$ cat config.mk
export PLATFORM = sky130hd
export DESIGN_NAME = vc_qspi_ram_responder
export DESIGN_NICKNAME = d
export VERILOG_FILES = /design/src/rtl/vc_qspi_pkg.sv /design/src/rtl/vc_sync_edge.sv /design/src/rtl/vc_qspi_ram_responder.sv
export SDC_FILE = /design/constraint.sdc
export NUM_CORES = 2
export LEC_CHECK = 0
export BUFFER_PORTS_ARGS = -buffer_cell sky130_fd_sc_hd__clkbuf_2
export CAP_MARGIN = 20
export CORE_UTILIZATION = 54
export CTS_CLUSTER_DIAMETER = 120
export DETAILED_ROUTE_END_ITERATION = 7
export GPL_ROUTABILITY_DRIVEN = 0
export PLACE_DENSITY = 0.69
export SYNTH_ARGS = -nofsm -noshare
export SYNTH_HDL_FRONTEND = slang
export SYNTH_HIERARCHICAL = 1
export SYNTH_SLANG_ARGS = --single-unit
$ cat constraint.sdc
create_clock -name clk -period 12.6 [get_ports clk]
set_input_delay 1.26 -clock clk [delete_from_list [all_inputs] [get_ports clk]]
set_output_delay 1.26 -clock clk [all_outputs]
set_load 0.03 [all_outputs]
$ cat src/rtl/vc_qspi_pkg.sv
// vc_qspi_pkg: command codes and FSM states shared by the quad-SPI RAM responder.
package vc_qspi_pkg;
    localparam logic [7:0] RD_CMD = 8'hEB;
    localparam logic [7:0] WR_CMD = 8'h38;
    typedef enum logic [2:0] {
        ST_IDLE, ST_CMD, ST_ADDR, ST_DUMMY, ST_RDATA, ST_WDATA, ST_IGNORE
    } state_e;
endpackage

$ cat src/rtl/vc_sync_edge.sv
// vc_sync_edge: 2-flop synchronizer with rise/fall pulses taken from the synchronized level.
module vc_sync_edge #(
    parameter logic RST_VAL = 1'b0
) (
    input  logic clk,
    input  logic reset,
    input  logic a,
    output logic rise,
    output logic fall
);
    logic [2:0] sh_q, sh_d;
    always_comb begin
        sh_d = {sh_q[1:0], a};
        rise = sh_q[1] & ~sh_q[2];
        fall = ~sh_q[1] & sh_q[2];
    end
    always_ff @(posedge clk or posedge reset)
        if (reset) sh_q <= {3{RST_VAL}};
        else       sh_q <= sh_d;
endmodule

$ cat src/rtl/vc_qspi_ram_responder.sv
// vc_qspi_ram_responder: quad-SPI RAM responder serving reads/writes from an internal byte array.
// Oversamples the bus in its own clk domain; sclk, cs_n and data share one sync depth.
module vc_qspi_ram_responder
    import vc_qspi_pkg::*;
#(
    parameter int PA        = 24,
    parameter int MEM_DEPTH = 256,
    parameter int DUMMY     = 4
) (
    input  logic       clk,
    input  logic       reset,
    input  logic       spi_cs_n,
    input  logic       spi_sclk,
    input  logic [3:0] spi_d_in,
    output logic [3:0] spi_d_out,
    output logic [3:0] spi_d_oe
);
    localparam int AW = $clog2(MEM_DEPTH);
    localparam int NA = PA / 4;

    logic       sclk_rise, sclk_fall, cs_rise, cs_fall;
    logic [3:0] din1_q, din_s;
    state_e     state_q, state_d;
    logic [7:0] cnt_q, cnt_d;
    logic [3:0] cmd_q, cmd_d, hi_q, hi_d, dout_q, dout_d;
    logic       rd_q, rd_d, ph_q, ph_d, oe_q, oe_d, mem_we;
    logic [AW-1:0] addr_q, addr_d;
    logic [7:0] mem_wdata, rd_byte;
    logic [7:0] mem [MEM_DEPTH];

    vc_sync_edge #(.RST_VAL(1'b0)) u_sclk (
        .clk(clk), .reset(reset), .a(spi_sclk), .rise(sclk_rise), .fall(sclk_fall)
    );
    vc_sync_edge #(.RST_VAL(1'b1)) u_cs (
        .clk(clk), .reset(reset), .a(spi_cs_n), .rise(cs_rise), .fall(cs_fall)
    );

    assign rd_byte   = mem[addr_q];
    assign spi_d_out = dout_q;
    assign spi_d_oe  = {4{oe_q}};

    // Outside IDLE cs_n is known low, so edges there are always inside a transaction.
    always_comb begin
        state_d   = state_q;
        cnt_d     = cnt_q;
        cmd_d     = cmd_q;
        addr_d    = addr_q;
        rd_d      = rd_q;
        hi_d      = hi_q;
        ph_d      = ph_q;
        dout_d    = dout_q;
        oe_d      = oe_q;
        mem_we    = 1'b0;
        mem_wdata = {hi_q, din_s};
        if (cs_rise) begin
            state_d = ST_IDLE;
            oe_d    = 1'b0;
            dout_d  = 4'h0;
        end else begin
            case (state_q)
                ST_IDLE: if (cs_fall) begin
                    state_d = ST_CMD;
                    cnt_d   = 8'd0;
                end
                ST_CMD: if (sclk_rise) begin
                    cmd_d = din_s;
                    cnt_d = cnt_q + 8'd1;
                    if (cnt_q == 8'd1) begin
                        cnt_d   = 8'd0;
                        rd_d    = ({cmd_q, din_s} == RD_CMD);
                        state_d = ({cmd_q, din_s} == RD_CMD || {cmd_q, din_s} == WR_CMD)
                                  ? ST_ADDR : ST_IGNORE;
                    end
                end
                ST_ADDR: if (sclk_rise) begin
                    addr_d = AW'({addr_q, din_s});
                    cnt_d  = cnt_q + 8'd1;
                    if (cnt_q == 8'(NA - 1)) begin
                        cnt_d   = 8'd0;
                        ph_d    = 1'b0;
                        state_d = rd_q ? ST_DUMMY : ST_WDATA;
                    end
                end
                ST_DUMMY: if (sclk_rise) begin
                    cnt_d = cnt_q + 8'd1;
                    if (cnt_q == 8'(DUMMY - 1)) begin
                        cnt_d   = 8'd0;
                        state_d = ST_RDATA;
                    end
                end
                ST_RDATA: if (sclk_fall) begin
                    oe_d   = 1'b1;
                    dout_d = ph_q ? rd_byte[3:0] : rd_byte[7:4];
                    ph_d   = ~ph_q;
                    addr_d = ph_q ? addr_q + AW'(1) : addr_q;
                end
                ST_WDATA: if (sclk_rise) begin
                    ph_d   = ~ph_q;
                    hi_d   = ph_q ? hi_q : din_s;
                    mem_we = ph_q;
                    addr_d = ph_q ? addr_q + AW'(1) : addr_q;
                end
                default: ;
            endcase
        end
    end

    always_ff @(posedge clk or posedge reset)
        if (reset) begin
            din1_q  <= 4'h0;
            din_s   <= 4'h0;
            state_q <= ST_IDLE;
            cnt_q   <= 8'd0;
            cmd_q   <= 4'h0;
            addr_q  <= '0;
            rd_q    <= 1'b0;
            hi_q    <= 4'h0;
            ph_q    <= 1'b0;
            dout_q  <= 4'h0;
            oe_q    <= 1'b0;
        end else begin
            din1_q  <= spi_d_in;
            din_s   <= din1_q;
            state_q <= state_d;
            cnt_q   <= cnt_d;
            cmd_q   <= cmd_d;
            addr_q  <= addr_d;
            rd_q    <= rd_d;
            hi_q    <= hi_d;
            ph_q    <= ph_d;
            dout_q  <= dout_d;
            oe_q    <= oe_d;
        end

    always_ff @(posedge clk)
        if (mem_we) mem[addr_q] <= mem_wdata;
endmodule
==> impl_metrics.csv <==
group,metric,value,unit
floorplanning,die_h,391.1,µm
drt,post_drt_wl_per_cell,34.93,µm
synth,async_reset_ff_share,2.290,%
synth,netlist_instances,3938,
cts,numCtsBuffers,199,
placement,dp_hpwl,129700,µm
sta,max_freq,191.2,MHz
setup_path,timing.rr.start,"addr_q[1]$_DFFE_PP0P_",
setup_path,critPathKind,"reg -> reg",
sta,final.min_clock_period,5.230,ns
sta,setup_viol,0,
placement,place_area,0.08374,mm²
global_routing,grt_pass1_vias,40740,
cts,cts_sinks,2096,
cells_and_area,nFillCells,10430,
synth,yosys.area.top_type,"edfxtp_1",
sta,timing.final.ws_setup,7.370,ns
sta,rsz0062_at_grt,"false",
sta,relSlewSlack,18.62,%
drt,final_antenna_net_count,0,
synth,yosys-top-cells-area,"edfxtp_1, mux4_2, nor2_1",
synth,synth.ff_latch_count,2096,
sta,drv_slew,0,
drt,wl_met2,98180,µm
setup_path,cp-startpoint,"addr_q[1]$_DFFE_PP0P_",
power,p_switching,0.004834,W
job,cap_viol_max_count,0,
global_routing,grt.total_usage,28.71,%
cells_and_area,fin_cells,6194,
hold_path,hold_path_class,"in -> async",
placement,io_buffers,15,
cts,insertion_delay,0.85,ns
power,p_seq_share,47.1,%
drt,wl_met1,81680,µm
cells_and_area,post-route-util,60.07,%
cts,htreeDepth,4,
power,peakVddDrop,171.4,µV
floorplanning,start_util,54.46,%
drt,met3_length,26860,µm
setup_path,cp_max_fo,58,
drt,drc,0,
setup_path,crit_path_start_kind,"register",
synth,yosysSeqAreaShare,76.69,%
placement,dp_cells,5819,
drt,first_iter_violations,6652,
floorplanning,die-width,391.1,µm
setup_path,rrSetupSlack,7.37,ns
floorplanning,fp.dieArea,0.1530,mm²
cts,cts_tree,"built",
power,p_int,0.01233,W
run_status,status,"finished, final reports clean",
floorplanning,rows,142,
drt,vias,41710,
floorplanning,coreArea,0.1501,mm²
cts,postCtsSetupBuffers,0,
synth,syn_nets,3952,
drt,avgViaCountPerCell,6.733,
floorplanning,io-pin-count,16,
global_routing,grt_antenna_before_repair,6,
cells_and_area,drive_above_1_share,22.34,%
placement,place_ws,7.500,ns
cells_and_area,nNetsFinal,4022,
sta,finalSetupTns,0,ns
cts,clkTransAtPathRegs,0.07,ns
setup_path,worstPathRequired,13.32,ns
drt,top_layer,"met5",
power,pwr-share-comb,18.5,%
synth,syn_area,0.08177,mm²
sta,fin_skew,0.04569,ns
cts,hold_buffers,0,
global_routing,grt_max_degree,258,
sta,final-hold-violation-count,0,
drt,firstDrtPassIters,6,
synth,synth_edf_count,2048,
power,powerDensity,190.4,mW/mm²
cts,cts_buffer_depth,3,
sta,tightest_slew,1.221,ns
synth,yosysTopAreaCellShare,75.21,%
cts,cts_root_buf,"clkbuf_16",
synth,synth-main-ff-cell,"edfxtp_1",
cells_and_area,area_growth,10.29,%
setup_path,r2r_end,"spi_d_out[0]$_DFFE_PP0P_",
synth,avgSynthCellArea,20.76,µm²
cells_and_area,postLayoutCellArea,0.09018,mm²
power,clock_power_share,34.4,%
setup_path,endpoint_kind,"register",
cts,cts_resized,0,
global_routing,grt_pass1_wl,307000,µm
power,power.leakage,27.56,nW
power,sw_frac_of_total,28.15,%
synth,synth.distinct_cells,72,
synth,ys_warn_count,6,
sta,fin_crit_sh,41.51,%
setup_path,worstPathArrival,5.95,ns
drt,wl,216300,µm
setup_path,ff2ff_path_depth,9,
global_routing,gr-total-overflow,0,
[layout make-up]
cell class,instances,area [µm²],share of cell area (%)
timing repair buffer,109,904.6,1.003
clock buffer,249,5261,5.834
tap,2016,2522,2.797
inverter,11,46.29,0.05133
clock inverter,121,1117,1.239
multi-input combinational,1591,17580,19.49
antenna,1,2.502,0.002775
sequential,2096,62750,69.58
[per-layer routing]
layer / track usage (%) / vias to the layer above
met2: 42.62 / 2773
met1: 40.40 / 21950
met3: 8.066 / 505
met4: 11.89 / 2
met5: 0 / -
li1: - / 16480
[logic make-up (layout without fill, tap and decap cells)]
family / count (synthesis) / count (layout) / share of synthesized area, %
muxes: 616 / 616 / 15.09
DFF: 2096 / 2096 / 76.69
buffers and inverters: 251 / 490 / 1.881
and+or+nand+nor: 615 / 615 / 3.284
other: 0 / 1 / 0
AOI/OAI and AO/OA: 351 / 351 / 2.935
xor gates and xnor gates: 3 / 3 / 0.03214
adders and majority gates: 6 / 6 / 0.09181
[worst max-delay path, cell delays in order (launching register included)]
cell     delay [ns]
dfrtp_4        1.04
buf_4          0.87
buf_4          0.63
mux4_2         0.41
mux2i_1        0.20
o21ai_0        0.24
o21ai_0        0.99
nand4_1        0.24
and4b_1        0.33
nor4_1         0.05
[per-stage QoR]
stage	hold WS, ns	power (W)
2_1_floorplan	0.3312	0.01023
3_3_place_gp	0.3402	0.01132
3_5_place_dp	0.3363	0.01134
4_1_cts	0.2366	0.01712
5_1_grt	0.2725	0.01753
6_report	0.2773	0.01717
[flip-flops by register name, indices dropped and copies added, names as in the netlist]
| signal | cells |
|---|---|
| mem | 2048 |
| addr_q | 8 |
| cnt_q | 8 |
| cmd_q | 4 |
| din1_q | 4 |
| din_s | 4 |
| hi_q | 4 |
| spi_d_out | 4 |
| state_q | 3 |
| u_cs/sh_q | 3 |
| u_sclk/sh_q | 3 |
| oe_q | 1 |
| ph_q | 1 |
| rd_q | 1 |
[layout by cell type (no fill, tap or decap), types with 13 or more instances in the layout]
master        n
clkinv_2     41
o22ai_1      61
edfxtp_1   2048
bufinv_16    16
clkbuf_2     15
buf_4        84
clkinv_1     45
clkbuf_1     44
nor3_1       17
nor2b_1      14
a22oi_1      63
clkbuf_16   202
a21oi_1      52
mux2_2       13
dfrtp_1      33
a31oi_1      19
nand3_1      45
mux2i_1     111
o21ai_0      47
a221oi_1     20
mux4_2      492
nand2_1     148
nor2_1      301
[cells in the mapped netlist, types with 44 or more instances]
cell type,number
buf_2,44
dfrtp_1,45
nor2_1,304
nand3_1,45
buf_4,47
nand2_1,149
o22ai_1,61
mux4_2,492
edfxtp_1,2048
a22oi_1,63
clkbuf_1,88
o21ai_0,47
mux2i_1,111
a21oi_1,52
[worst max path at each step]
stage                     slack, ns  depth (start not counted)                        to
after floorplan                8.24                          6    state_q[2]$_DFFE_PP0P_
after global placement         7.45                         10  spi_d_out[3]$_DFFE_PP0P_
after detailed placement       7.50                         10  spi_d_out[1]$_DFFE_PP0P_
after CTS                      7.45                          9  spi_d_out[0]$_DFFE_PP0P_
after global routing           7.27                         10  spi_d_out[3]$_DFFE_PP0P_
final                          7.37                          9  spi_d_out[0]$_DFFE_PP0P_
[power by group through the flow]
stage               Sequential [W]  Clock, W  Combinational [W]
floorplan                  0.00829         0            0.00194
global placement           0.00825         0            0.00307
detailed placement         0.00824         0            0.00310
CTS                        0.00809   0.00592            0.00311
global route               0.00810   0.00617            0.00326
finish                     0.00809   0.00590            0.00318
(Power assumes the default switching activity.)
